[config.mk]
export PLATFORM = sky130hd
export DESIGN_NAME = param_serial_encoder_flat
export DESIGN_NICKNAME = d
export VERILOG_FILES = /design/src/rtl/param_serial_encoder_pkg.sv /design/src/rtl/param_serial_encoder_if.sv /design/src/rtl/param_serial_encoder_lsb_finder.sv /design/src/rtl/param_serial_encoder.sv /design/src/flat_wrapper.sv
export SDC_FILE = /design/constraint.sdc
export NUM_CORES = 1
export LEC_CHECK = 0
export CAP_MARGIN = 20
export CORE_MARGIN = 2
export CORE_UTILIZATION = 43
export DETAILED_ROUTE_END_ITERATION = 7
export GPL_TIMING_DRIVEN = 0
export PLACE_DENSITY = 0.74
export SYNTH_ARGS = -nofsm -noshare
export SYNTH_HDL_FRONTEND = slang
export SYNTH_SLANG_ARGS = --single-unit
[constraint.sdc]
create_clock -name i_clk -period 3.31 [get_ports i_clk]
set_input_delay 0.8275 -clock i_clk [delete_from_list [all_inputs] [get_ports i_clk]]
set_output_delay 0.8275 -clock i_clk [all_outputs]
set_load 0.01 [all_outputs]
[src/rtl/param_serial_encoder_pkg.sv]
// Shared types and helpers for the serial index encoder.
// Contents: FSM state enum, widest supported request vector, population count.
// Pure declarations; no logic, no latency, no flow control of its own.
package enc_pkg;

  // Widest request vector the popcount helper handles.
  localparam int MAX_DEPTH = 64;

  typedef enum logic {ENC_IDLE, ENC_EMIT} enc_state_e;

  // Number of set bits in a request vector, zero-extended to MAX_DEPTH.
  function automatic int unsigned popcount(input logic [MAX_DEPTH-1:0] v);
    int unsigned n;
    n = 0;
    for (int i = 0; i < MAX_DEPTH; i++) begin
      n += 32'(v[i]);
    end
    return n;
  endfunction

endpackage

[src/rtl/param_serial_encoder_if.sv]
// Request-vector in / index-stream out bundle of the serial encoder.
// Ports: i_req_vec/i_req_valid/o_req_ready (vector in), o_enc_out/o_enc_valid/
//        i_enc_ready/o_enc_last (index out), o_zero pulse, o_count popcount.
// slave = encoder side, master = producer/consumer side.
interface param_serial_encoder_if #(
  parameter int DEPTH = 8
);
  localparam int IDX_W = $clog2(DEPTH);
  localparam int CNT_W = $clog2(DEPTH + 1);

  logic [DEPTH-1:0] i_req_vec;
  logic             i_req_valid;
  logic             o_req_ready;
  logic [IDX_W-1:0] o_enc_out;
  logic             o_enc_valid;
  logic             i_enc_ready;
  logic             o_enc_last;
  logic             o_zero;
  logic [CNT_W-1:0] o_count;

  modport slave (
    input  i_req_vec, i_req_valid, i_enc_ready,
    output o_req_ready, o_enc_out, o_enc_valid, o_enc_last, o_zero, o_count
  );

  modport master (
    output i_req_vec, i_req_valid, i_enc_ready,
    input  o_req_ready, o_enc_out, o_enc_valid, o_enc_last, o_zero, o_count
  );
endinterface

[src/rtl/param_serial_encoder_lsb_finder.sv]
// Lowest-set-bit finder: binary index and one-hot mask of the lowest set bit.
// Ports: i_vec (DEPTH) in; o_idx (IDX_W), o_onehot (DEPTH) out.
// Purely combinational, zero latency; all-zero input gives index 0, mask 0.
module param_lsb_finder #(
  parameter int DEPTH = 8,
  localparam int IDX_W = $clog2(DEPTH)
) (
  input  logic [DEPTH-1:0] i_vec,
  output logic [IDX_W-1:0] o_idx,
  output logic [DEPTH-1:0] o_onehot
);

  // Two's-complement trick isolates the lowest set bit.
  assign o_onehot = i_vec & (~i_vec + DEPTH'(1));

  // Scanning from the top down lets the lowest set bit win.
  always_comb begin
    o_idx = '0;
    for (int i = DEPTH - 1; i >= 0; i--) begin
      if (i_vec[i]) o_idx = IDX_W'(i);
    end
  end

endmodule

[src/rtl/param_serial_encoder.sv]
// Bitmask-to-index serializer: emits the index of each set bit, lowest first.
// Latency: first index valid the cycle after the vector is accepted; one index per handshake.
// Backpressure: index, last flag and pending mask hold while i_enc_ready is low;
//   new vectors are refused until the previous vector's last index is taken.
// Ports: i_clk, i_rst_n (sync, active-low), i_enable (freezes state, masks handshakes),
//   bus (slave modport of param_serial_encoder_if).
module param_serial_encoder
  import enc_pkg::*;
#(
  parameter int DEPTH = 8
) (
  input  logic                   i_clk,
  input  logic                   i_rst_n,
  input  logic                   i_enable,
  param_serial_encoder_if.slave  bus
);

  localparam int IDX_W = $clog2(DEPTH);
  localparam int CNT_W = $clog2(DEPTH + 1);

  enc_state_e           state_q, state_d;
  logic [DEPTH-1:0]     pending_q, pending_d;
  logic [CNT_W-1:0]     count_q, count_d;
  logic                 zero_q, zero_d;

  logic [IDX_W-1:0]     lsb_idx;
  logic [DEPTH-1:0]     lsb_onehot;
  logic [MAX_DEPTH-1:0] req_ext;
  logic                 req_ready;
  logic                 enc_valid;
  logic                 enc_last;
  logic                 accept;
  logic                 handshake;

  param_lsb_finder #(.DEPTH(DEPTH)) u_lsb_finder (
    .i_vec    (pending_q),
    .o_idx    (lsb_idx),
    .o_onehot (lsb_onehot)
  );

  always_comb begin
    state_d   = state_q;
    pending_d = pending_q;
    count_d   = count_q;
    zero_d    = 1'b0;

    req_ext              = '0;
    req_ext[DEPTH-1:0]   = bus.i_req_vec;

    // Reset is folded in so nothing handshakes during the reset cycle itself.
    req_ready = (state_q == ENC_IDLE) & i_enable & i_rst_n;
    enc_valid = (state_q == ENC_EMIT) & i_enable & i_rst_n;
    // Exactly one bit left: the lowest set bit is the whole mask.
    enc_last  = enc_valid & (|pending_q) & (pending_q == lsb_onehot);

    accept    = bus.i_req_valid & req_ready;
    handshake = enc_valid & bus.i_enc_ready;

    if (accept) begin
      count_d = CNT_W'(popcount(req_ext));
      if (|bus.i_req_vec) begin
        pending_d = bus.i_req_vec;
        state_d   = ENC_EMIT;
      end else begin
        zero_d = 1'b1;
      end
    end

    if (handshake) begin
      pending_d = pending_q & ~lsb_onehot;
      if (enc_last) state_d = ENC_IDLE;
    end
  end

  always_ff @(posedge i_clk) begin
    if (!i_rst_n) begin
      state_q   <= ENC_IDLE;
      pending_q <= '0;
      count_q   <= '0;
      zero_q    <= 1'b0;
    end else begin
      state_q   <= state_d;
      pending_q <= pending_d;
      count_q   <= count_d;
      zero_q    <= zero_d;
    end
  end

  assign bus.o_req_ready = req_ready;
  assign bus.o_enc_valid = enc_valid;
  assign bus.o_enc_out   = enc_valid ? lsb_idx : '0;
  assign bus.o_enc_last  = enc_last;
  assign bus.o_zero      = zero_q;
  assign bus.o_count     = count_q;

endmodule

[src/flat_wrapper.sv]
// flat-port wrapper written by rule: the top's interface ports become plain ports
module param_serial_encoder_flat import enc_pkg::*;
#(
  parameter int DEPTH = 8
)
  (i_clk, i_rst_n, i_enable, bus_i_req_vec, bus_i_req_valid, bus_i_enc_ready, bus_o_req_ready, bus_o_enc_out, bus_o_enc_valid, bus_o_enc_last, bus_o_zero, bus_o_count);
  param_serial_encoder_if #(.DEPTH(DEPTH)) bus_i ();
  input  logic i_clk;
  input  logic i_rst_n;
  input  logic i_enable;
  input wire logic [$bits(bus_i.i_req_vec)-1:0] bus_i_req_vec;
  input wire logic [$bits(bus_i.i_req_valid)-1:0] bus_i_req_valid;
  input wire logic [$bits(bus_i.i_enc_ready)-1:0] bus_i_enc_ready;
  output wire logic [$bits(bus_i.o_req_ready)-1:0] bus_o_req_ready;
  output wire logic [$bits(bus_i.o_enc_out)-1:0] bus_o_enc_out;
  output wire logic [$bits(bus_i.o_enc_valid)-1:0] bus_o_enc_valid;
  output wire logic [$bits(bus_i.o_enc_last)-1:0] bus_o_enc_last;
  output wire logic [$bits(bus_i.o_zero)-1:0] bus_o_zero;
  output wire logic [$bits(bus_i.o_count)-1:0] bus_o_count;
  assign bus_i.i_req_vec = bus_i_req_vec;
  assign bus_i.i_req_valid = bus_i_req_valid;
  assign bus_i.i_enc_ready = bus_i_enc_ready;
  assign bus_o_req_ready = bus_i.o_req_ready;
  assign bus_o_enc_out = bus_i.o_enc_out;
  assign bus_o_enc_valid = bus_i.o_enc_valid;
  assign bus_o_enc_last = bus_i.o_enc_last;
  assign bus_o_zero = bus_i.o_zero;
  assign bus_o_count = bus_i.o_count;
  param_serial_encoder #(.DEPTH(DEPTH)) u_core (.i_clk(i_clk), .i_rst_n(i_rst_n), .i_enable(i_enable), .bus(bus_i));
endmodule
==> qor_table.md, run 1 <==
| Metric | This run | Unit |
|---|---|---|
| Data arrival, critical path | 3450 | ps |
| Leakage power figure | 0.5570 | nW |
| Mapped Avg Cell Area | 8.345 | µm² |
| Worst slew margin relative to its limit | 64.69 | % |
| Final worst-path cycle share | 97.30 | % |
| # Max-Cap Violations | 0 | - |
| Required time at the endpoint of the critical path | 3540 | ps |
| Power density normalized to cell area | 331.9 | mW/mm² |
| Final number of hold-violating endpoints | 0 | - |
| Max FO, Critical Path | 3 | - |
| I/O pin count | 24 | - |
| Synth unique cells | 43 | - |
| Fraction of final layout cells with drive strength greater than 1 | 11.11 | % |
| Initial cell density of the core | 44.95 | % |
| Category of the worst setup path launch point | primary input | - |
| Critical path origin | bus_i_req_vec[1] | - |
| Slowest cell on crit path | sky130_fd_sc_hd__fa_1 | - |
| FF-to-FF setup slack | 1810 | ps |
| H-tree depth reported by CTS | 1 | - |
| Time the worst path needs with I/O delays and setup | 3221 | ps |
| Height of the die | 51.86 | µm |
| Cells on worst reg2reg path | 4 | - |
| Worst slew pin tran | 527.3 | ps |
| Routed length per placed instance | 12.99 | µm |
| Number of inserted filler cells in the final layout | 208 | - |
| Peak supply drop | 0.1910 | mV |
| DR DRC count | 0 | - |
| Clock sinks | 14 | - |
| Post-layout instance area | 0.001289 | mm² |
| Share of the yosys chip area belonging to registers | 28.46 | % |
| HPWL reported at the end of detailed placement | 1.758 | mm |
| Number of antenna violations at the first check in global routing | 0 | - |
| Clock latency at the later pin of the worst-skew pair | 280 | ps |
| Cell with the most instances on the worst path | sky130_fd_sc_hd__inv_1 | - |
| Pins over their slew limit | 0 | - |
| Timing endpoint of the critical path | u_core.bus.o_count[1]$_SDFFE_PN0P_ | - |
| Most common flop cell mapped by yosys | sky130_fd_sc_hd__dfxtp_1 | - |
| Delay of the slowest cell on the worst path | 490 | ps |
| Placement Rows | 17 | - |
| TritonCTS buffer count | 3 | - |
| Global-route total usage across every layer | 18.89 | % |
| Summed instance area of the synthesized netlist | 984.7 | µm² |
| CTS root buf | sky130_fd_sc_hd__clkbuf_4 | - |
| 1st-pass router iterations | 4 | - |
| Finish-stage setup viols | 0 | - |
| Net count after synthesis | 139 | - |
| Worst Setup Path Type | primary input to flop | - |
| Clock tree from TritonCTS | done | - |
| Hold WC Path Type | flop to flop | - |
| Source of the worst register-to-register timing path | u_core.state_q$_SDFF_PN0_ | - |
| Floorplan die width | 51.86 | µm |
| Initial DRC Count | 17 | - |
| Worst clock skew | 6.929 | ps |
| Count of synthesis-stage warnings from yosys | 0 | - |
| Final nets | 166 | - |
| Layout overhead on the synthesized area | 30.88 | % |
| Total design power | 0.4278 | mW |
| Total Neg Setup Slack | 0 | ps |
| Post-synth EDFFs | 0 | - |
| Async set or reset register ratio after synthesis | 0 | % |
| Number of antenna diodes | 0 | - |
| Placement-stage cell area | 0.001240 | mm² |
| Total core area | 0.002191 | mm² |
| Clock slew at the register clock pins of the worst setup and hold paths | 90 | ps |
| Max frequency | 310.5 | MHz |
| Final Routed Wirelength | 2.234 | mm |
| Setup repair after global routing missed its margin | false | - |
| Setup fix buffers added after clock tree synthesis | 0 | - |
| Gate count after technology mapping | 118 | - |
| Final weighted congestion in routability-driven placement | 0.7890 | - |
| Register bit count reported by yosys | 14 | - |
| Status | finished, final reports clean | - |
| Wire length of the first global-routing pass | 3.864 | mm |
| Residual overflow from global routing | 0 | - |
| Vias per inst | 5.523 | - |
| Area of the die | 0.002689 | mm² |
| Via count of the first global-routing pass | 869 | - |
| Total number of vias | 950 | - |
| Series of cell instances along the critical path | dlygate4sd2_1 -> inv_1 -> ha_1 -> inv_1 -> fa_1 -> fa_1 -> inv_1 -> fa_2 -> inv_1 -> fa_1 -> nand2_1 -> o211a_1 | - |
| Critical Path Sink Type | flop | - |
| Critical register-to-register path endpoint | u_core.pending_q[2]$_SDFFE_PN0P_ | - |
| Largest net degree at the start of global routing | 11 | - |
| Number of port buffers | 22 | - |
| Bufs on Longest Clock Path | 2 | - |
| Antenna-violating nets left | 0 | - |
[cell usage after synthesis, types with 3 or more instances]
cell,number,area [µm²]
sky130_fd_sc_hd__dfxtp_1,14,280.3
sky130_fd_sc_hd__inv_1,14,52.55
sky130_fd_sc_hd__nand2_1,14,52.55
sky130_fd_sc_hd__o21ai_0,8,40.04
sky130_fd_sc_hd__nor2_1,7,26.28
sky130_fd_sc_hd__a21oi_1,4,20.02
sky130_fd_sc_hd__fa_1,4,80.08
sky130_fd_sc_hd__ha_1,4,50.05
sky130_fd_sc_hd__nor2b_1,4,25.02
sky130_fd_sc_hd__a21boi_0,3,22.52
sky130_fd_sc_hd__clkbuf_1,3,11.26
sky130_fd_sc_hd__nand3_1,3,15.01
[kinds of logic after synthesis]
kind of cell	count (synthesis)	share of synthesized area (%)
buf+inv	18	6.988
fa+ha+maj	9	14.23
flops	14	28.46
xor+xnor	2	1.779
compound gates	30	20.33
mux	1	1.017
simple gates	44	27.19
[power breakdown]
group / leakage [nW] / total [mW] / switching [mW] / internal (mW)
Combinational: 0.422 / 0.119 / 0.0612 / 0.0580
Clock: 0.0210 / 0.124 / 0.0573 / 0.0669
Sequential: 0.114 / 0.184 / 0.00865 / 0.176
Total: 0.557 / 0.428 / 0.127 / 0.301
[flip-flops by register name, indices dropped and copies added (netlist names)]
signal and count:
u_core.bus.o_zero 1, u_core.pending_q 8, u_core.state_q 1, u_core.bus.o_count 4
[repair_timing]
item / in CTS / in global routing
hold buffers: 0 / 0
setup endpoints to repair: 3 / 3
pin swaps: 0 / 2
resized for setup: 4 / 6
[critical path: cells and delay by family]
family	cells	cell delay, ps
adders and majority gates	5	1950
buffers and inverters	5	460
AOI/OAI and AO/OA	1	140
and+or+nand+nor	1	70
[per-layer routing]
layer | up-vias | track usage (%) | part of all wire (%)
met5 | - | 0 | 0
met4 | 0 | 5.263 | 0.81
met3 | 4 | 2.586 | 4.4
met2 | 29 | 33.33 | 50
met1 | 447 | 23.83 | 45
li1 | 470 | - | -
[how the worst min path moves through the flow]
stage | startpoint | to | slack, ps | depth (start not counted)
after floorplan | u_core.bus.o_count[2]$_SDFFE_PN0P_ | u_core.bus.o_count[2]$_SDFFE_PN0P_ | 490 | 2
after global placement | u_core.bus.o_count[0]$_SDFFE_PN0P_ | u_core.bus.o_count[0]$_SDFFE_PN0P_ | 450 | 2
after detailed placement | u_core.bus.o_count[2]$_SDFFE_PN0P_ | u_core.bus.o_count[2]$_SDFFE_PN0P_ | 460 | 2
after CTS | u_core.bus.o_count[2]$_SDFFE_PN0P_ | u_core.bus.o_count[2]$_SDFFE_PN0P_ | 460 | 2
after global routing | u_core.bus.o_count[2]$_SDFFE_PN0P_ | u_core.bus.o_count[2]$_SDFFE_PN0P_ | 480 | 2
final | u_core.bus.o_count[2]$_SDFFE_PN0P_ | u_core.bus.o_count[2]$_SDFFE_PN0P_ | 460 | 2
[layout make-up]
type                    count  area (µm²)  share of cell area, %
plain buffers               4       16.27                  1.262
repair buffers             22       219.0                  16.99
inverters                  14       52.55                  4.078
flip-flops and latches     14       280.3                  21.75
multi-input cells          86       649.4                  50.39
well taps                  28       35.03                  2.718
clock buffers               4       36.28                  2.816
[layout by cell type (no fill, tap or decap), types with 2 or more instances in the layout]
cell type / Yosys / final
sky130_fd_sc_hd__nand2_1: 14 / 14
sky130_fd_sc_hd__a31oi_1: 2 / 2
sky130_fd_sc_hd__dlymetal6s2s_1: 0 / 2
sky130_fd_sc_hd__ha_1: 4 / 4
sky130_fd_sc_hd__or3_1: 2 / 2
sky130_fd_sc_hd__clkbuf_4: 0 / 3
sky130_fd_sc_hd__nor2b_1: 4 / 4
sky130_fd_sc_hd__a21oi_1: 4 / 4
sky130_fd_sc_hd__clkdlybuf4s50_1: 0 / 18
sky130_fd_sc_hd__nor4_2: 1 / 2
sky130_fd_sc_hd__clkbuf_1: 3 / 3
sky130_fd_sc_hd__nor4b_1: 2 / 2
sky130_fd_sc_hd__o21ai_0: 8 / 8
sky130_fd_sc_hd__dfxtp_1: 14 / 14
sky130_fd_sc_hd__inv_1: 14 / 14
sky130_fd_sc_hd__nor2_1: 7 / 7
sky130_fd_sc_hd__nand3_1: 3 / 2
sky130_fd_sc_hd__o211ai_1: 2 / 2
sky130_fd_sc_hd__a21boi_0: 3 / 2
sky130_fd_sc_hd__fa_1: 4 / 3
sky130_fd_sc_hd__a32oi_1: 2 / 2
[per-stage QoR]
step | hold WS [ps] | utilization [%] | setup WS, ps | instances
floorplan | 485.2 | - | 116.0 | 118
global placement | 452.2 | 56.60 | -500.7 | 168
detailed placement | 457.9 | 56.60 | -552.2 | 168
CTS | 456.6 | 58.25 | 51.14 | 172
global route | 478.3 | 58.82 | 2.403 | 172
finish | 457.5 | 58.82 | 89.24 | 172
Power figures use the tool's default switching activity.
==> inputs of run 2 (changes only) <==
- REMOVE_ABC_BUFFERS: not set -> 1
==> run 2 against run 1 <==
First-iteration DRC count rose by 5.9%. Core utilization fell by 1.8 points. Wire length rose by 1.2%. Sequential share of layout area rose by 0.70 points. Sequential power barely moved. Combinational power barely moved. Maximum frequency rose by 0.92%. Via count fell by 1.6%. Register-to-register slack barely moved. Count of clock-buffer cells in the layout fell by 1. Flip-flop and latch count did not move. Critical path type is now primary input to output port.
==> qor_table.md, run 2 (synthesized netlist as in run 1, its figures left out) <==
| Metric | This run | Unit |
|---|---|---|
| Clock latency at the later pin of the worst-skew pair | 280 | ps |
| Category of the worst setup path launch point | primary input | - |
| DR DRC count | 0 | - |
| Int Pwr | 0.2760 | mW |
| Final number of hold-violating endpoints | 0 | - |
| Fin cells | 168 | - |
| H-tree depth reported by CTS | 1 | - |
| Power density normalized to cell area | 322.2 | mW/mm² |
| Net switching power figure | 0.1264 | mW |
| Leakage power figure | 0.5425 | nW |
| Most common library cell in the layout ignoring fill and taps | sky130_fd_sc_hd__clkdlybuf4s50_1 | - |
| Pins over their slew limit | 0 | - |
| Final Routed Wirelength | 2.261 | mm |
| Wire length of the first global-routing pass | 3.953 | mm |
| Post-layout instance area | 0.001249 | mm² |
| Placement-stage cell area | 0.001234 | mm² |
| # Max-Cap Violations | 0 | - |
| Worst Min Path Start | u_core.bus.o_count[2]$_SDFFE_PN0P_ | - |
| Floorplan die width | 51.86 | µm |
| Antenna-violating nets left | 0 | - |
| Clock slew at the register clock pins of the worst setup and hold paths | 80 | ps |
| Largest net degree at the start of global routing | 17 | - |
| Initial DRC Count | 18 | - |
| Clock tree from TritonCTS | done | - |
| Buf+Inv Stages, Crit Path | 2 | - |
| Setup fix buffers added after clock tree synthesis | 0 | - |
| Max frequency | 313.3 | MHz |
| Delay of the slowest cell on the worst path | 580 | ps |
| Height of the die | 51.86 | µm |
| Global-route total usage across every layer | 19.64 | % |
| Via count of the first global-routing pass | 963 | - |
| Relative contribution of the clock network to total power | 24.3 | % |
| Vias per inst | 5.565 | - |
| Time the worst path needs with I/O delays and setup | 3192 | ps |
| CP top delay family | buffers and inverters | - |
| Required time at the endpoint of the critical path | 2480 | ps |
| Highest-count cells in the layout ignoring fill and taps | 18 x sky130_fd_sc_hd__clkdlybuf4s50_1, 14 x sky130_fd_sc_hd__nand2_1, 14 x sky130_fd_sc_hd__dfxtp_1 | - |
| Number of port buffers | 23 | - |
| Total number of vias | 935 | - |
| Data arrival, critical path | 2360 | ps |
| Final weighted congestion in routability-driven placement | 0.7827 | - |
| Critical path origin | i_enable | - |
| Register with the most flip-flops | u_core.pending_q | - |
| Number of antenna diodes | 0 | - |
| Routed length per placed instance | 13.46 | µm |
| Critical Path Sink Type | output port | - |
| 1st-pass router iterations | 4 | - |
| Setup repair after global routing missed its margin | false | - |
| Worst clock skew | 3.299 | ps |
| CTS root buf | sky130_fd_sc_hd__clkbuf_4 | - |
| Part of the power in registers | 46.3 | % |
| Finish-stage setup viols | 0 | - |
| HPWL reported at the end of detailed placement | 1.776 | mm |
| Total core area | 0.002191 | mm² |
| Final worst-path cycle share | 96.42 | % |
| Combinational group share of total power | 29.4 | % |
| Final nets | 163 | - |
| Layout overhead on the synthesized area | 26.81 | % |
| Placement Rows | 17 | - |
| I/O pin count | 24 | - |
| Number of flip-flops under the largest register name | 8 | - |
| Fraction of final layout cells with drive strength greater than 1 | 11.43 | % |
| Max FO, Critical Path | 5 | - |
| Hold WC Path Type | flop to flop | - |
| Worst slew pin tran | 520.3 | ps |
| Share of total power consumed by net switching | 31.42 | % |
| DP Cell Count | 165 | - |
| Source of the worst register-to-register timing path | u_core.state_q$_SDFF_PN0_ | - |
| Status | finished, final reports clean | - |
| Worst Setup Path Type | primary input to output port | - |
| Initial cell density of the core | 44.95 | % |
| Series of cell instances along the critical path | clkdlybuf4s50_1 -> nand3_1 -> nor4_1 -> clkdlybuf4s50_1 | - |
| Cell with the most instances on the worst path | sky130_fd_sc_hd__clkdlybuf4s50_1 | - |
| Area of the die | 0.002689 | mm² |
| Slowest cell on crit path | sky130_fd_sc_hd__clkdlybuf4s50_1 | - |
| Bufs on Longest Clock Path | 2 | - |
| TritonCTS buffer count | 3 | - |
| Clock sinks | 14 | - |
| Peak supply drop | 0.2376 | mV |
| Worst slew margin relative to its limit | 65.16 | % |
| Residual overflow from global routing | 0 | - |
| Number of antenna violations at the first check in global routing | 0 | - |
run 2: cell count changes in the layout (fill, tap and decap cells not counted):
cell | before | now
sky130_fd_sc_hd__clkbuf_2 | 1 | 3
sky130_fd_sc_hd__clkbuf_8 | 1 | 0
sky130_fd_sc_hd__inv_1 | 14 | 12
sky130_fd_sc_hd__nand3_1 | 2 | 3
sky130_fd_sc_hd__buf_2 | 1 | 0
sky130_fd_sc_hd__nand3_2 | 1 | 0
sky130_fd_sc_hd__clkbuf_1 | 3 | 0
sky130_fd_sc_hd__dlygate4sd2_1 | 1 | 0
sky130_fd_sc_hd__nor4_1 | 0 | 1
sky130_fd_sc_hd__nor4_2 | 2 | 1
sky130_fd_sc_hd__inv_2 | 0 | 2
run 2: cell type report:
type | count | area, µm²
Clock buffer | 3 | 22.52
Fill cell | 216 | 942.2
Multi-Input combinational cell | 86 | 638.1
Tap cell | 28 | 35.03
Timing Repair Buffer | 23 | 220.2
Inverter | 14 | 52.55
Sequential cell | 14 | 280.3
run 2: final timing paths:
check | slack, ps | end | depth (start not counted)
setup / recovery | 120 | bus_o_enc_out[1] | 4
hold / removal | 460 | u_core.bus.o_count[2]$_SDFFE_PN0P_ | 2
setup reg to reg | 1800 | u_core.pending_q[4]$_SDFFE_PN0P_ | 4
hold reg to reg | 460 | u_core.bus.o_count[2]$_SDFFE_PN0P_ | 2
run 2: worst min-delay path: cells and delay by family, from the launching register on:
kind            cells  cell delay [ps]
compound gates      1               50
flops               1              320
simple gates        1               50
run 2: stage by stage:
stage	worst slack, ps	utilization (%)	hold WS [ps]	total power, mW	TNS [ps]
final	118.5	57.00	456.2	0.4024	0
after global routing	17.84	57.00	500.4	0.4309	0
after CTS	6.753	57.28	460.6	0.4074	0
after detailed placement	-573.9	56.31	461.7	0.3087	-2533
after global placement	-513.9	56.31	460.0	0.3021	-2071
after floorplan	116.0	-	485.1	0.2593	0
run 2: routing by layer:
| metal | global-route usage, % | part of all wire, % | vias to the layer above |
|---|---|---|---|
| li1 | - | - | 463 |
| met1 | 22.42 | 44 | 446 |
| met4 | 7.895 | 1.5 | 0 |
| met2 | 36.29 | 50 | 22 |
| met5 | 0 | 0 | - |
| met3 | 2.586 | 4.1 | 4 |
run 2: power groups by stage:
stage | Combinational [mW] | Sequential, mW | Clock (mW)
CTS | 0.121 | 0.186 | 0.100
finish | 0.118 | 0.186 | 0.0977
floorplan | 0.0701 | 0.189 | 0
global placement | 0.113 | 0.189 | 0
global route | 0.134 | 0.188 | 0.109
detailed placement | 0.119 | 0.190 | 0
run 2: repair_timing:
| action | CTS | global route |
|---|---|---|
| hold buffers | 0 | 0 |
| pin swaps | 2 | 3 |
| resized for setup | 6 | 9 |
| endpoints found under the hold margin | 0 | 0 |
| endpoints found under the setup margin | 8 | 6 |
==> inputs of run 3 (changes only) <==
- CORE_UTILIZATION: 43 -> 48
- PLACE_DENSITY: 0.74 -> 0.78
- clock period: 3.31 -> 3.06 ns (I/O delays scaled with it)
==> run 3 against run 2 <==
Total power up 8.0%. Critical path depth up 8. Combinational power up 12%. Worst hold slack worse by 0.83 ps. Clock power about the same. Wire length down 7.9%. Flip-flop and latch count unchanged. Worst setup slack worse by 34 ps. Global-route usage down 0.98 points. First-iteration DRC count down 44%. Sequential share of layout area down 0.51 points. Critical path type is now primary input to flop. Critical endpoint is now u_core.bus.o_count[1]$_SDFFE_PN0P_.
==> qor_table.md, run 3 (synthesized netlist as in run 1, its figures left out) <==
| Metric | This run | Unit |
|---|---|---|
| CTS root buf | sky130_fd_sc_hd__clkbuf_4 | - |
| Initial DRC Count | 10 | - |
| Number of antenna diodes | 0 | - |
| Series of cell instances along the critical path | buf_6 -> inv_1 -> ha_1 -> inv_2 -> fa_1 -> fa_1 -> inv_1 -> fa_2 -> inv_2 -> fa_2 -> nand2_1 -> o211a_1 | - |
| Register with the most flip-flops | u_core.pending_q | - |
| H-tree depth reported by CTS | 1 | - |
| Hold slack final | 455.4 | ps |
| Final nets | 164 | - |
| TritonCTS buffer count | 3 | - |
| Number of inserted filler cells in the final layout | 175 | - |
| Fraction of final layout cells with drive strength greater than 1 | 13.48 | % |
| Number of port buffers | 23 | - |
| Floorplan die width | 49.29 | µm |
| Worst slew margin relative to its limit | 68.86 | % |
| DP Cell Count | 164 | - |
| Critical Path Sink Type | flop | - |
| Setup repair after global routing missed its margin | false | - |
| Total number of vias | 910 | - |
| HPWL reported at the end of detailed placement | 1.715 | mm |
| Area of the die | 0.002430 | mm² |
| # Max-Cap Violations | 0 | - |
| Peak supply drop | 0.2646 | mV |
| Clock slew at the register clock pins of the worst setup and hold paths | 80 | ps |
| Delay of the slowest cell on the worst path | 490 | ps |
| Routed length per placed instance | 12.39 | µm |
| DR DRC count | 0 | - |
| Hold WC Path Type | flop to flop | - |
| Max FO, Critical Path | 3 | - |
| Status | finished, final reports clean | - |
| Layout overhead on the synthesized area | 29.73 | % |
| Buf+Inv Stages, Crit Path | 5 | - |
| Final weighted congestion in routability-driven placement | 0.7408 | - |
| Data arrival, critical path | 3200 | ps |
| Most common library cell in the layout ignoring fill and taps | sky130_fd_sc_hd__clkdlybuf4s50_1 | - |
| Post-layout instance area | 0.001277 | mm² |
| Bufs on Longest Clock Path | 2 | - |
| CP top delay family | adder cells | - |
| Placement-stage cell area | 0.001232 | mm² |
| Clock sinks | 14 | - |
| Total design power | 0.4346 | mW |
| Final design utilization | 65.79 | % |
| I/O pin count | 24 | - |
| Fin cells | 168 | - |
| Worst Setup Path Type | primary input to flop | - |
| Antenna-violating nets left | 0 | - |
| Largest net degree at the start of global routing | 17 | - |
| Height of the die | 49.29 | µm |
| Worst slew pin tran | 465.1 | ps |
| Finish-stage setup viols | 0 | - |
| Final worst-path cycle share | 97.24 | % |
| Wire length of the first global-routing pass | 3.560 | mm |
| Final Routed Wirelength | 2.082 | mm |
| Max frequency | 336.1 | MHz |
| Residual overflow from global routing | 0 | - |
| Global-route total usage across every layer | 18.65 | % |
| Number of antenna violations at the first check in global routing | 0 | - |
| Vias per inst | 5.417 | - |
| Slowest cell on crit path | sky130_fd_sc_hd__fa_1 | - |
| Initial cell density of the core | 50.71 | % |
| Time the worst path needs with I/O delays and setup | 2975 | ps |
| Required time at the endpoint of the critical path | 3280 | ps |
| Clock latency at the later pin of the worst-skew pair | 270 | ps |
| Clock tree from TritonCTS | done | - |
| Highest-count cells in the layout ignoring fill and taps | 16 x sky130_fd_sc_hd__clkdlybuf4s50_1, 14 x sky130_fd_sc_hd__nand2_1, 14 x sky130_fd_sc_hd__dfxtp_1 | - |
| Final number of hold-violating endpoints | 0 | - |
| Placement Rows | 16 | - |
| Number of flip-flops under the largest register name | 8 | - |
| Pins over their slew limit | 0 | - |
| Power density normalized to cell area | 340.2 | mW/mm² |
| 1st-pass router iterations | 5 | - |
| CTS hold repair buffers | 0 | - |
| Via count of the first global-routing pass | 865 | - |
| Total core area | 0.001942 | mm² |
| Leakage power figure | 0.5539 | nW |
| Category of the worst setup path launch point | primary input | - |
| Worst clock skew | 1.827 | ps |
## run 3: final timing paths
check                                     startpoint                                 end  slack (ps)  cells after the start
setup / recovery                    bus_i_req_vec[1]  u_core.bus.o_count[1]$_SDFFE_PN0P_          80                     12
hold / removal    u_core.bus.o_count[2]$_SDFFE_PN0P_  u_core.bus.o_count[2]$_SDFFE_PN0P_         460                      2
hold reg to reg   u_core.bus.o_count[2]$_SDFFE_PN0P_  u_core.bus.o_count[2]$_SDFFE_PN0P_         460                      2
setup reg to reg    u_core.pending_q[0]$_SDFFE_PN0P_    u_core.pending_q[7]$_SDFFE_PN0P_        1570                      4
## run 3: layout make-up
| cell class | instances | area [µm²] | share of cell area (%) |
|---|---|---|---|
| Multi-Input combinational cell | 86 | 648.1 | 50.73 |
| Sequential cell | 14 | 280.3 | 21.94 |
| Timing Repair Buffer | 24 | 240.2 | 18.80 |
| Inverter | 14 | 52.55 | 4.114 |
| Tap cell | 27 | 33.78 | 2.644 |
| Clock buffer | 3 | 22.52 | 1.763 |
## run 3: routing by layer
layer  wire length, µm  GRT usage, %
met4                39         8.571
met1              1013         23.18
met5                 0             0
met2               988         32.21
met3                41         1.840
## run 3: where the power goes
group	total, mW	internal [mW]	switching (mW)
sequential	0.202	0.190	0.0117
combinational	0.132	0.0691	0.0631
clock	0.101	0.0456	0.0550
total	0.435	0.305	0.130
## run 3: worst register-to-register path, stage by stage (launching register included)
cell and delay [ps]:
sky130_fd_sc_hd__dfxtp_1 390, sky130_fd_sc_hd__nor4_4 460, sky130_fd_sc_hd__nand2_1 190, sky130_fd_sc_hd__o31ai_1 250, sky130_fd_sc_hd__o22ai_1 90
## run 3: timing repair
item	4_1_cts	5_1_grt
pin swaps	7	6
setup buffers	0	1
resized for setup	21	2
endpoints found under the setup margin	10	5
## run 3: through the flow
stage	setup WS, ps	setup TNS, ps
2_1_floorplan	-71.55	-71.55
3_3_place_gp	-671.4	-3204
3_5_place_dp	-716.2	-3450
4_1_cts	2.992	0
5_1_grt	3.567	0
6_report	84.60	0
